File: src/rtl/uart_ctrl_pkg.sv
// Shared types and widths for the UART control slice: arbiter FSM states,
// byte width and timeout counter width.
package uart_ctrl_pkg;

  localparam int unsigned BYTE_W   = 8;
  localparam int unsigned TO_CNT_W = 8;

  typedef enum logic [1:0] {
    IDLE,
    START,
    SEND
  } arb_state_e;

endpackage

File: src/rtl/uart_tx_arbiter_if.sv
// Requester and transmitter handshake bundle for uart_tx_arbiter.
// The master modport is the arbiter; slave is the requester/transmitter side.
interface uart_tx_arbiter_if #(
  parameter int NUM_REQ = 4
);
  import uart_ctrl_pkg::*;

  logic [NUM_REQ-1:0]        req;
  logic [BYTE_W*NUM_REQ-1:0] req_data;
  logic [NUM_REQ-1:0]        grant;
  logic [NUM_REQ-1:0]        done;
  logic [NUM_REQ-1:0]        err;
  logic [BYTE_W-1:0]         d_in;
  logic                      tx_send;
  logic                      enable_tx;
  logic                      tx_sending;
  logic                      busy;

  modport master (
    input  req, req_data, tx_sending,
    output grant, done, err, d_in, tx_send, enable_tx, busy
  );

  modport slave (
    output req, req_data, tx_sending,
    input  grant, done, err, d_in, tx_send, enable_tx, busy
  );

endinterface

File: src/rtl/uart_tx_arbiter_rr_arbiter.sv
// Combinational round-robin pick: first set request at or above ptr,
// wrapping modulo NUM_REQ. Returns one-hot winner, its index and a valid flag.
module rr_arbiter #(
  parameter int NUM_REQ = 4,
  parameter int PTR_W   = $clog2(NUM_REQ)
) (
  input  logic [NUM_REQ-1:0] req,
  input  logic [PTR_W-1:0]   ptr,
  output logic [NUM_REQ-1:0] win_oh,
  output logic [PTR_W-1:0]   win_idx,
  output logic               win_valid
);

  logic [PTR_W-1:0] cand;

  always_comb begin
    win_oh    = '0;
    win_idx   = '0;
    win_valid = 1'b0;
    cand      = '0;
    for (int unsigned i = 0; i < NUM_REQ; i++) begin
      cand = PTR_W'((32'(ptr) + i) % 32'(NUM_REQ));
      if (!win_valid && req[cand]) begin
        win_valid    = 1'b1;
        win_oh[cand] = 1'b1;
        win_idx      = cand;
      end
    end
  end

endmodule

File: src/rtl/uart_tx_arbiter.sv
// Round-robin sharing of one uart_tx among NUM_REQ byte producers.
// Optional START timeout abort enabled by defining UART_ARB_TIMEOUT_EN.
module uart_tx_arbiter
  import uart_ctrl_pkg::*;
#(
  parameter int NUM_REQ       = 4,
  parameter int TIMEOUT_TICKS = 32
) (
  input  logic              clock,
  input  logic              reset_uart,
  input  logic              enable_uart,
  uart_tx_arbiter_if.master bus
);

  localparam int PTR_W = $clog2(NUM_REQ);

  arb_state_e         state;
  logic [PTR_W-1:0]   ptr;
  logic [PTR_W-1:0]   cur_idx;
  logic [PTR_W-1:0]   next_ptr;
  logic [NUM_REQ-1:0] win_oh;
  logic [PTR_W-1:0]   win_idx;
  logic               win_valid;
  logic [BYTE_W-1:0]  lane [NUM_REQ];

  for (genvar g = 0; g < NUM_REQ; g++) begin : g_lane
    assign lane[g] = bus.req_data[g*BYTE_W +: BYTE_W];
  end

  rr_arbiter #(
    .NUM_REQ (NUM_REQ),
    .PTR_W   (PTR_W)
  ) u_rr (
    .req       (bus.req),
    .ptr       (ptr),
    .win_oh    (win_oh),
    .win_idx   (win_idx),
    .win_valid (win_valid)
  );

  assign next_ptr = (32'(cur_idx) == 32'(NUM_REQ - 1)) ? '0 : cur_idx + 1'b1;
  assign bus.busy = (state != IDLE);

`ifdef UART_ARB_TIMEOUT_EN
  localparam logic [TO_CNT_W-1:0] TO_LIMIT = TO_CNT_W'(TIMEOUT_TICKS);
  logic [TO_CNT_W-1:0] to_cnt;
`else
  logic unused_cfg;
  assign unused_cfg = enable_uart & (TIMEOUT_TICKS != 0);
`endif

  always_ff @(posedge clock or negedge reset_uart) begin
    if (!reset_uart) begin
      state         <= IDLE;
      ptr           <= '0;
      cur_idx       <= '0;
      bus.grant     <= '0;
      bus.done      <= '0;
      bus.err       <= '0;
      bus.d_in      <= '0;
      bus.tx_send   <= 1'b0;
      bus.enable_tx <= 1'b0;
`ifdef UART_ARB_TIMEOUT_EN
      to_cnt        <= '0;
`endif
    end else begin
      bus.enable_tx <= 1'b1;
      bus.done      <= '0;
      bus.err       <= '0;
      unique case (state)
        IDLE: begin
          if (win_valid) begin
            bus.grant <= win_oh;
            bus.d_in  <= lane[win_idx];
            cur_idx   <= win_idx;
            state     <= START;
`ifdef UART_ARB_TIMEOUT_EN
            to_cnt    <= '0;
`endif
          end
        end
        // tx_send rises one cycle after grant; a tx_sending already high
        // here is taken as the ack.
        START: begin
          if (bus.tx_sending) begin
            bus.tx_send <= 1'b0;
            state       <= SEND;
          end
`ifdef UART_ARB_TIMEOUT_EN
          else if (enable_uart && (to_cnt + 1'b1 == TO_LIMIT)) begin
            bus.tx_send      <= 1'b0;
            bus.grant        <= '0;
            bus.err[cur_idx] <= 1'b1;
            ptr              <= next_ptr;
            state            <= IDLE;
          end else begin
            bus.tx_send <= 1'b1;
            if (enable_uart) begin
              to_cnt <= to_cnt + 1'b1;
            end
          end
`else
          else begin
            bus.tx_send <= 1'b1;
          end
`endif
        end
        SEND: begin
          if (!bus.tx_sending) begin
            bus.done[cur_idx] <= 1'b1;
            bus.grant         <= '0;
            ptr               <= next_ptr;
            state             <= IDLE;
          end
        end
        default: state <= IDLE;
      endcase
    end
  end

endmodule

File: src/flat_wrapper.sv
// flat-port wrapper written by rule: the top's interface ports become plain ports
module uart_tx_arbiter_flat import uart_ctrl_pkg::*;
#(
  parameter int NUM_REQ       = 4,
  parameter int TIMEOUT_TICKS = 32
)
  (clock, reset_uart, enable_uart, bus_req, bus_req_data, bus_tx_sending, bus_grant, bus_done, bus_err, bus_d_in, bus_tx_send, bus_enable_tx, bus_busy);
  uart_tx_arbiter_if #(.NUM_REQ(NUM_REQ)) bus_i ();
  input  logic clock;
  input  logic reset_uart;
  input  logic enable_uart;
  input wire logic [$bits(bus_i.req)-1:0] bus_req;
  input wire logic [$bits(bus_i.req_data)-1:0] bus_req_data;
  input wire logic [$bits(bus_i.tx_sending)-1:0] bus_tx_sending;
  output wire logic [$bits(bus_i.grant)-1:0] bus_grant;
  output wire logic [$bits(bus_i.done)-1:0] bus_done;
  output wire logic [$bits(bus_i.err)-1:0] bus_err;
  output wire logic [$bits(bus_i.d_in)-1:0] bus_d_in;
  output wire logic [$bits(bus_i.tx_send)-1:0] bus_tx_send;
  output wire logic [$bits(bus_i.enable_tx)-1:0] bus_enable_tx;
  output wire logic [$bits(bus_i.busy)-1:0] bus_busy;
  assign bus_i.req = bus_req;
  assign bus_i.req_data = bus_req_data;
  assign bus_i.tx_sending = bus_tx_sending;
  assign bus_grant = bus_i.grant;
  assign bus_done = bus_i.done;
  assign bus_err = bus_i.err;
  assign bus_d_in = bus_i.d_in;
  assign bus_tx_send = bus_i.tx_send;
  assign bus_enable_tx = bus_i.enable_tx;
  assign bus_busy = bus_i.busy;
  uart_tx_arbiter #(.NUM_REQ(NUM_REQ), .TIMEOUT_TICKS(TIMEOUT_TICKS)) u_core (.clock(clock), .reset_uart(reset_uart), .enable_uart(enable_uart), .bus(bus_i));
endmodule
File: config.mk
export PLATFORM = sky130hd
export DESIGN_NAME = uart_tx_arbiter_flat
export DESIGN_NICKNAME = d
export VERILOG_FILES = /design/src/rtl/uart_ctrl_pkg.sv /design/src/rtl/uart_tx_arbiter_if.sv /design/src/rtl/uart_tx_arbiter_rr_arbiter.sv /design/src/rtl/uart_tx_arbiter.sv /design/src/flat_wrapper.sv
export SDC_FILE = /design/constraint.sdc
export NUM_CORES = 1
export LEC_CHECK = 0
export ABC_CLOCK_PERIOD_IN_PS = 5500
export CORE_UTILIZATION = 50
export DETAILED_ROUTE_END_ITERATION = 8
export PLACE_DENSITY = 0.88
export SYNTH_ARGS = -nofsm -noshare
export SYNTH_HDL_FRONTEND = slang
export SYNTH_SLANG_ARGS = --single-unit
File: constraint.sdc
create_clock -name clock -period 5.5 [get_ports clock]
set_input_delay 0.55 -clock clock [delete_from_list [all_inputs] [get_ports clock]]
set_output_delay 0.55 -clock clock [all_outputs]
set_load 0.005 [all_outputs]
==> summary.md, run 1 <==
| Metric | Value |
|---|---|
| Status | `finished clean` |
| Clock Latency Late Sink | `0.27 ns` |
| Layout area overhead | `32.2%` |
| Register area share after synthesis | `31.8%` |
| Register Area | `601 sq um` |
| Fmax | `315 MHz` |
| Pre-Repair DR Iteration Count | `4` |
| Vias/cell | `5.94` |
| Netlist cell types | `48` |
| Final setup violation count | `0` |
| IO Pins | `63` |
| Post-detail-place hpwl | `3390 microns` |
| Slew margin rel. | `31.2%` |
| CTS Hold Buffers Added | `0` |
| Total GRT Usage | `23.6%` |
| Unrepaired setup endpoints after global routing | `no` |
| Mean Syn Cell Area | `9.31 sq um` |
| Overall power | `1.28 mW` |
| Top FF cell, synth | `dfrtp_1` |
| Residual DRC | `0` |
| Critical path data required time | `5.64 ns` |
| Number of buffers added on ports | `57` |
| Syn Inst Count | `203` |
| GR Overflow Total | `0` |
| Crit path kind | `reg2reg` |
| WL/cell | `15.5 microns` |
| Clock root buffer | `clkbuf_8` |
| Worst Hold Depth | `2` |
| Filler cells | `273` |
| Final Critical Period | `3.18 ns` |
| Routed WL | `4600 microns` |
| Power Density | `512 nW/um^2` |
| Row cnt | `21` |
| Final hold vios | `0` |
| CP arrival | `3.32 ns` |
| Yosys reg bits | `24` |
| CTS Buf Count | `3` |
| Longest Clk Path Bufs | `2` |
| Worst-path fanout max | `28` |
| Yosys warns | `0` |
| Die Wd | `63.5 microns` |
| Crit share post-route | `57.8%` |
| Startpoint Class | `register` |
| Initial antenna violation count | `0` |
| Vias in the first global route | `1557` |
| Clk sinks | `24` |
| Initial cell density of the core | `54.5%` |
| Routability cong. | `0.881` |
| Drt initial violations | `141` |
| Syn Std Cell Area | `1890 sq um` |
| Pins Over Slew Limit | `0` |
| Core box area | `3470 sq um` |
| CTS resizes | `0` |
| Total die area | `4030 sq um` |
| Vias | `1759` |
| Setup repair bufs after CTS | `0` |
| CTS tree | `done` |
| Hold Path Class | `reg2reg` |
| First-pass GRT wire length | `7390 microns` |
| Nets | `302` |
| Least-Margin Pin Slew | `1.03 ns` |
| Post-synthesis async set-or-reset flop share | `100%` |
| EDFF count, synth | `0` |
| Share of layout cells above drive strength 1 | `7.60%` |
| Multi-input gate area | `1150 sq um` |
| Total negative slack | `0 ns` |
| H-tree levels | `1` |
| Lkg Pwr | `1.07 nW` |
| Setup crit end kind | `register` |
| Largest net degree at the start of global routing | `29` |
| Clk slew on worst S/H paths | `0.08 ns` |
| Number of diodes | `0` |
| Max VDD drop | `0.000285 V` |
| Max-Cap Viols | `0` |
| Chip height | `63.5 microns` |
| Antenna-violating nets left | `0` |
| Reg2Reg Depth | `9` |
| Clock Skew | `0.00318 ns` |
==> routing by layer <==
metal | routed length, microns | GRT usage [%]
met1 | 1960 | 30.5
met2 | 2310 | 38.8
met4 | 76 | 9.66
met3 | 246 | 3.80
met5 | 0 | 0
==> stage by stage <==
stage	hold WS [ns]	area, sq um	instances	setup WS, ns	utilization (%)
finish	0.482	2500	296	2.32	72.1
global route	0.521	2500	296	2.17	72.1
CTS	0.491	2500	296	2.36	72.1
detailed placement	0.473	2430	292	2.31	70.0
global placement	0.463	2430	292	2.33	70.0
floorplan	0.254	1900	206	2.87	-
==> layout make-up <==
class,count,area share (%)
Tap cell,46,2.30
Clock buffer,3,1.65
Timing Repair Buffer,58,23.1
Clock inverter,1,1.20
Inverter,11,1.65
Multi-Input combinational cell,153,46.0
Sequential cell,24,24.0
==> cell usage in the layout (no fill, tap or decap), types with 2 or more instances in the layout <==
cell type and n:
a221o_1 3, inv_1 11, o21ai_1 3, conb_1 5
nor4_1 2, nand3_1 4, a221oi_1 4, o211ai_1 4
dfrtp_1 24, clkdlybuf4s50_1 57, ha_1 11, o211a_1 2
clkbuf_8 3, nand2b_1 4, mux2i_1 11, o21ai_0 10
and3_1 5, nor2_1 8, mux4_2 3, nor3_1 3
a22oi_1 6, a21oi_1 7, mux2_2 5, a211oi_1 2
o221ai_1 4, o31ai_1 2, nand2_1 19, o2bb2ai_1 2
a22o_1 7
==> state kept, by name (all words and copies together) (netlist names) <==
register / cells
u_core.bus.done: 4
u_core.bus.grant: 4
u_core.bus.enable_tx: 1
u_core.bus.tx_send: 1
u_core.bus.d_in: 8
u_core.cur_idx: 2
u_core.state: 2
u_core.ptr: 2
==> logic make-up (layout without fill, tap and decap cells) <==
group / Yosys count / count (layout) / share of synthesized area, %
AO/OA/AOI/OAI: 65 / 65 / 25.8
AND/OR/NAND/NOR: 53 / 53 / 14.4
buffers and inverters: 29 / 73 / 7.94
flip-flops: 24 / 24 / 31.8
multiplexers: 19 / 19 / 12.4
adder cells (fa/ha/maj): 11 / 11 / 7.28
other: 2 / 5 / 0.397
==> critical path, cell delays in order, from the launching register on <==
cell and delay (ns):
dfrtp_1 0.33, buf_4 0.29, inv_1 0.24, ha_1 0.55, mux4_2 0.37, and2b_4 0.24, nor2_4 0.27, mux2_2 0.38
a21oi_1 0.21, o221ai_1 0.15
==> synth_stat cells, drive strengths merged (2+ instances only) <==
cell	count	area share, %
a211oi	2	0.79
nand2	19	3.8
nor4	2	0.66
nand3	4	1.1
o221ai	4	1.9
ha	11	7.3
nor2	9	2.2
a21oi	8	2.3
nor3	3	0.79
and3	5	1.7
mux2	5	3.0
a221o	3	1.6
a221oi	4	1.9
o31ai	2	0.79
clkbuf	8	1.6
nand2b	5	2.1
dfrtp	24	32
a22oi	6	2.4
conb	2	0.40
o211a	2	1.1
o2bb2ai	2	0.93
buf	10	4.2
o211ai	4	1.6
o21ai	13	3.4
mux2i	11	5.8
inv	11	2.2
mux4	3	3.6
a22o	7	3.2
==> final timing paths <==
kind                                           startpoint                             end  slack (ns)
max reg2reg                     u_core.ptr[0]$_DFFE_PN0P_  u_core.bus.d_in[5]$_DFFE_PN0P_        2.32
max                             u_core.ptr[0]$_DFFE_PN0P_  u_core.bus.d_in[5]$_DFFE_PN0P_        2.32
min reg2reg                u_core.bus.tx_send$_DFFE_PN0N_  u_core.bus.tx_send$_DFFE_PN0N_        0.48
min                        u_core.bus.tx_send$_DFFE_PN0N_  u_core.bus.tx_send$_DFFE_PN0N_        0.48
min in group asynchronous                      reset_uart    u_core.bus.done[1]$_DFF_PN0_        0.84
max in group asynchronous                      reset_uart       u_core.ptr[1]$_DFFE_PN0P_        4.05
==> power by group <==
group	internal [mW]	switching, mW
logic	0.401	0.436
clock network	0.0975	0.0566
registers	0.241	0.0490
Power figures use the tool's default switching activity.
==> run 2: changes to the inputs <==
--- a/config.mk
+++ b/config.mk
@@ -5,10 +5,10 @@
 export SDC_FILE = /design/constraint.sdc
 export NUM_CORES = 1
 export LEC_CHECK = 0
-export ABC_CLOCK_PERIOD_IN_PS = 5500
-export CORE_UTILIZATION = 50
+export ABC_CLOCK_PERIOD_IN_PS = 2900
+export CORE_UTILIZATION = 42
 export DETAILED_ROUTE_END_ITERATION = 8
-export PLACE_DENSITY = 0.88
+export PLACE_DENSITY = 0.79
 export SYNTH_ARGS = -nofsm -noshare
 export SYNTH_HDL_FRONTEND = slang
 export SYNTH_SLANG_ARGS = --single-unit
==> constraint.sdc (replaced) <==
create_clock -name clock -period 2.9 [get_ports clock]
set_input_delay 0.29 -clock clock [delete_from_list [all_inputs] [get_ports clock]]
set_output_delay 0.29 -clock clock [all_outputs]
set_load 0.005 [all_outputs]
==> run 2 against run 1 <==
  * Final cell count is 7.1% higher
  * Count of clock-buffer cells in the layout rose by 1
  * Sequential share of layout area fell by 0.96 points
  * Sequential power rose by 90%
  * Register-to-register slack worse by 2.1 ns
  * First-iteration DRC count decreased by 13%
  * Critical path depth fell by 1
  * Fmax rose by 17%
  * Clock skew about the same
  * Global-route usage shrank 4.1 points
  * Design area rose by 4.2%
  * Combinational power up 100%
==> summary.md, run 2 (synthesized netlist as in run 1, its figures left out) <==
| Metric | Value |
|---|---|
| Max-Cap Viols | `0` |
| Initial antenna violation count | `0` |
| Vias/cell | `5.66` |
| Crit share post-route | `94.0%` |
| Crit path kind | `reg2reg` |
| R2R setup slack | `0.17 ns` |
| Unrepaired setup endpoints after global routing | `no` |
| Chip height | `69.1 microns` |
| Nets | `317` |
| Drt initial violations | `122` |
| Final setup margin | `0.173 ns` |
| CTS Hold Buffers Added | `0` |
| Clk slew on worst S/H paths | `0.08 ns` |
| Final setup violation count | `0` |
| H-tree levels | `1` |
| Clock root buffer | `clkbuf_8` |
| GR Overflow Total | `0` |
| IO Pins | `63` |
| Number of flip-flops under the largest register name | `8` |
| Final hold vios | `0` |
| Layout area overhead | `37.7%` |
| Largest net degree at the start of global routing | `25` |
| Reg2Reg Depth | `8` |
| Share of layout cells above drive strength 1 | `12.8%` |
| Critical path data required time | `3.03 ns` |
| CP arrival | `2.86 ns` |
| Max VDD drop | `0.000545 V` |
| Vias in the first global route | `1646` |
| Number of diodes | `0` |
| Worst-path fanout max | `9` |
| Largest Register | `u_core.bus.d_in` |
| Pins Over Slew Limit | `0` |
| Clock Skew | `0.00281 ns` |
| Routability cong. | `0.870` |
| Vias | `1794` |
| Routed WL | `4630 microns` |
| Antenna-violating nets left | `0` |
| WL/cell | `14.6 microns` |
| Hold Path Class | `in2async` |
| Commonest cells after routing, fill and taps aside | `clkdlybuf4s50_1 (57), dfrtp_1 (24), nand2_1 (19), buf_4 (16)` |
| Setup crit end kind | `register` |
| Top flop regs | `u_core.bus.d_in (8), u_core.bus.done (4), u_core.bus.grant (4)` |
| Clk sinks | `24` |
| Core box area | `4350 sq um` |
| Row cnt | `24` |
| First-pass GRT wire length | `7780 microns` |
| Status | `finished clean` |
| Total die area | `4770 sq um` |
| Clock Latency Late Sink | `0.27 ns` |
| Total GRT Usage | `19.5%` |
| Initial cell density of the core | `43.4%` |
| Final Critical Period | `2.73 ns` |
| Residual DRC | `0` |
| Pre-Repair DR Iteration Count | `4` |
| CTS tree | `done` |
| Power Density | `946 nW/um^2` |
| Post-detail-place hpwl | `3610 microns` |
| Longest Clk Path Bufs | `2` |
| Lkg Pwr | `1.14 nW` |
| Fmax | `367 MHz` |
| Total negative slack | `0 ns` |
| Startpoint Class | `register` |
| Most common cell after layout, fill and taps aside | `clkdlybuf4s50_1` |
| Number of buffers added on ports | `57` |
| Die Wd | `69.1 microns` |
| Place WS | `0.273 ns` |
| Setup repair bufs after CTS | `0` |
| CTS resizes | `0` |
| CTS Buf Count | `3` |
[run 2: per-stage QoR]
step | power (mW) | util (%) | std cells | hold WS, ns | cell area (sq um)
final | 2.46 | 59.8 | 317 | 0.382 | 2600
after floorplan | 1.71 | - | 206 | -0.00559 | 1900
after global routing | 2.66 | 59.8 | 317 | 0.407 | 2600
after detailed placement | 2.23 | 58.5 | 313 | 0.469 | 2550
after global placement | 2.19 | 58.5 | 313 | 0.460 | 2550
after CTS | 2.46 | 59.8 | 317 | 0.395 | 2600
[run 2: layout make-up]
class,instances,area (sq um)
repair buffers,73,691
multi-input cells,153,1150
inverters,11,41.3
flip-flops and latches,24,601
well taps,52,65.1
clock buffers,4,55.1
fillers,393,1750
[run 2: final timing paths]
| check | from | end |
|---|---|---|
| max | u_core.ptr[0]$_DFFE_PN0P_ | u_core.bus.d_in[6]$_DFFE_PN0P_ |
| min | reset_uart | u_core.bus.done[0]$_DFF_PN0_ |
| max reg2reg | u_core.ptr[0]$_DFFE_PN0P_ | u_core.bus.d_in[6]$_DFFE_PN0P_ |
| min reg2reg | u_core.bus.tx_send$_DFFE_PN0N_ | u_core.bus.tx_send$_DFFE_PN0N_ |
| max in group asynchronous | reset_uart | u_core.bus.d_in[5]$_DFFE_PN0P_ |
| min in group clock | u_core.bus.tx_send$_DFFE_PN0N_ | u_core.bus.tx_send$_DFFE_PN0N_ |
[run 2: where the power goes]
group / total [mW] / switching [mW] / internal (mW) / leakage (nW)
clock: 0.224 / 0.103 / 0.121 / 0.0288
sequential: 0.551 / 0.0941 / 0.457 / 0.306
combinational: 1.69 / 0.841 / 0.848 / 0.805
total: 2.46 / 1.04 / 1.43 / 1.14
[run 2: critical path: stages (launching register included)]
cell	delay [ns]
dfrtp_1	0.51
inv_1	0.10
ha_1	0.34
mux4_2	0.33
and2b_4	0.24
nor2_4	0.24
mux2_2	0.37
a21oi_1	0.28
o221ai_1	0.17
[run 2: layer usage]
metal	global-route usage, %	routed length [microns]
met1	29.0	2160
met2	30.4	2210
met3	0.585	184
met4	6.80	72
met5	0	0
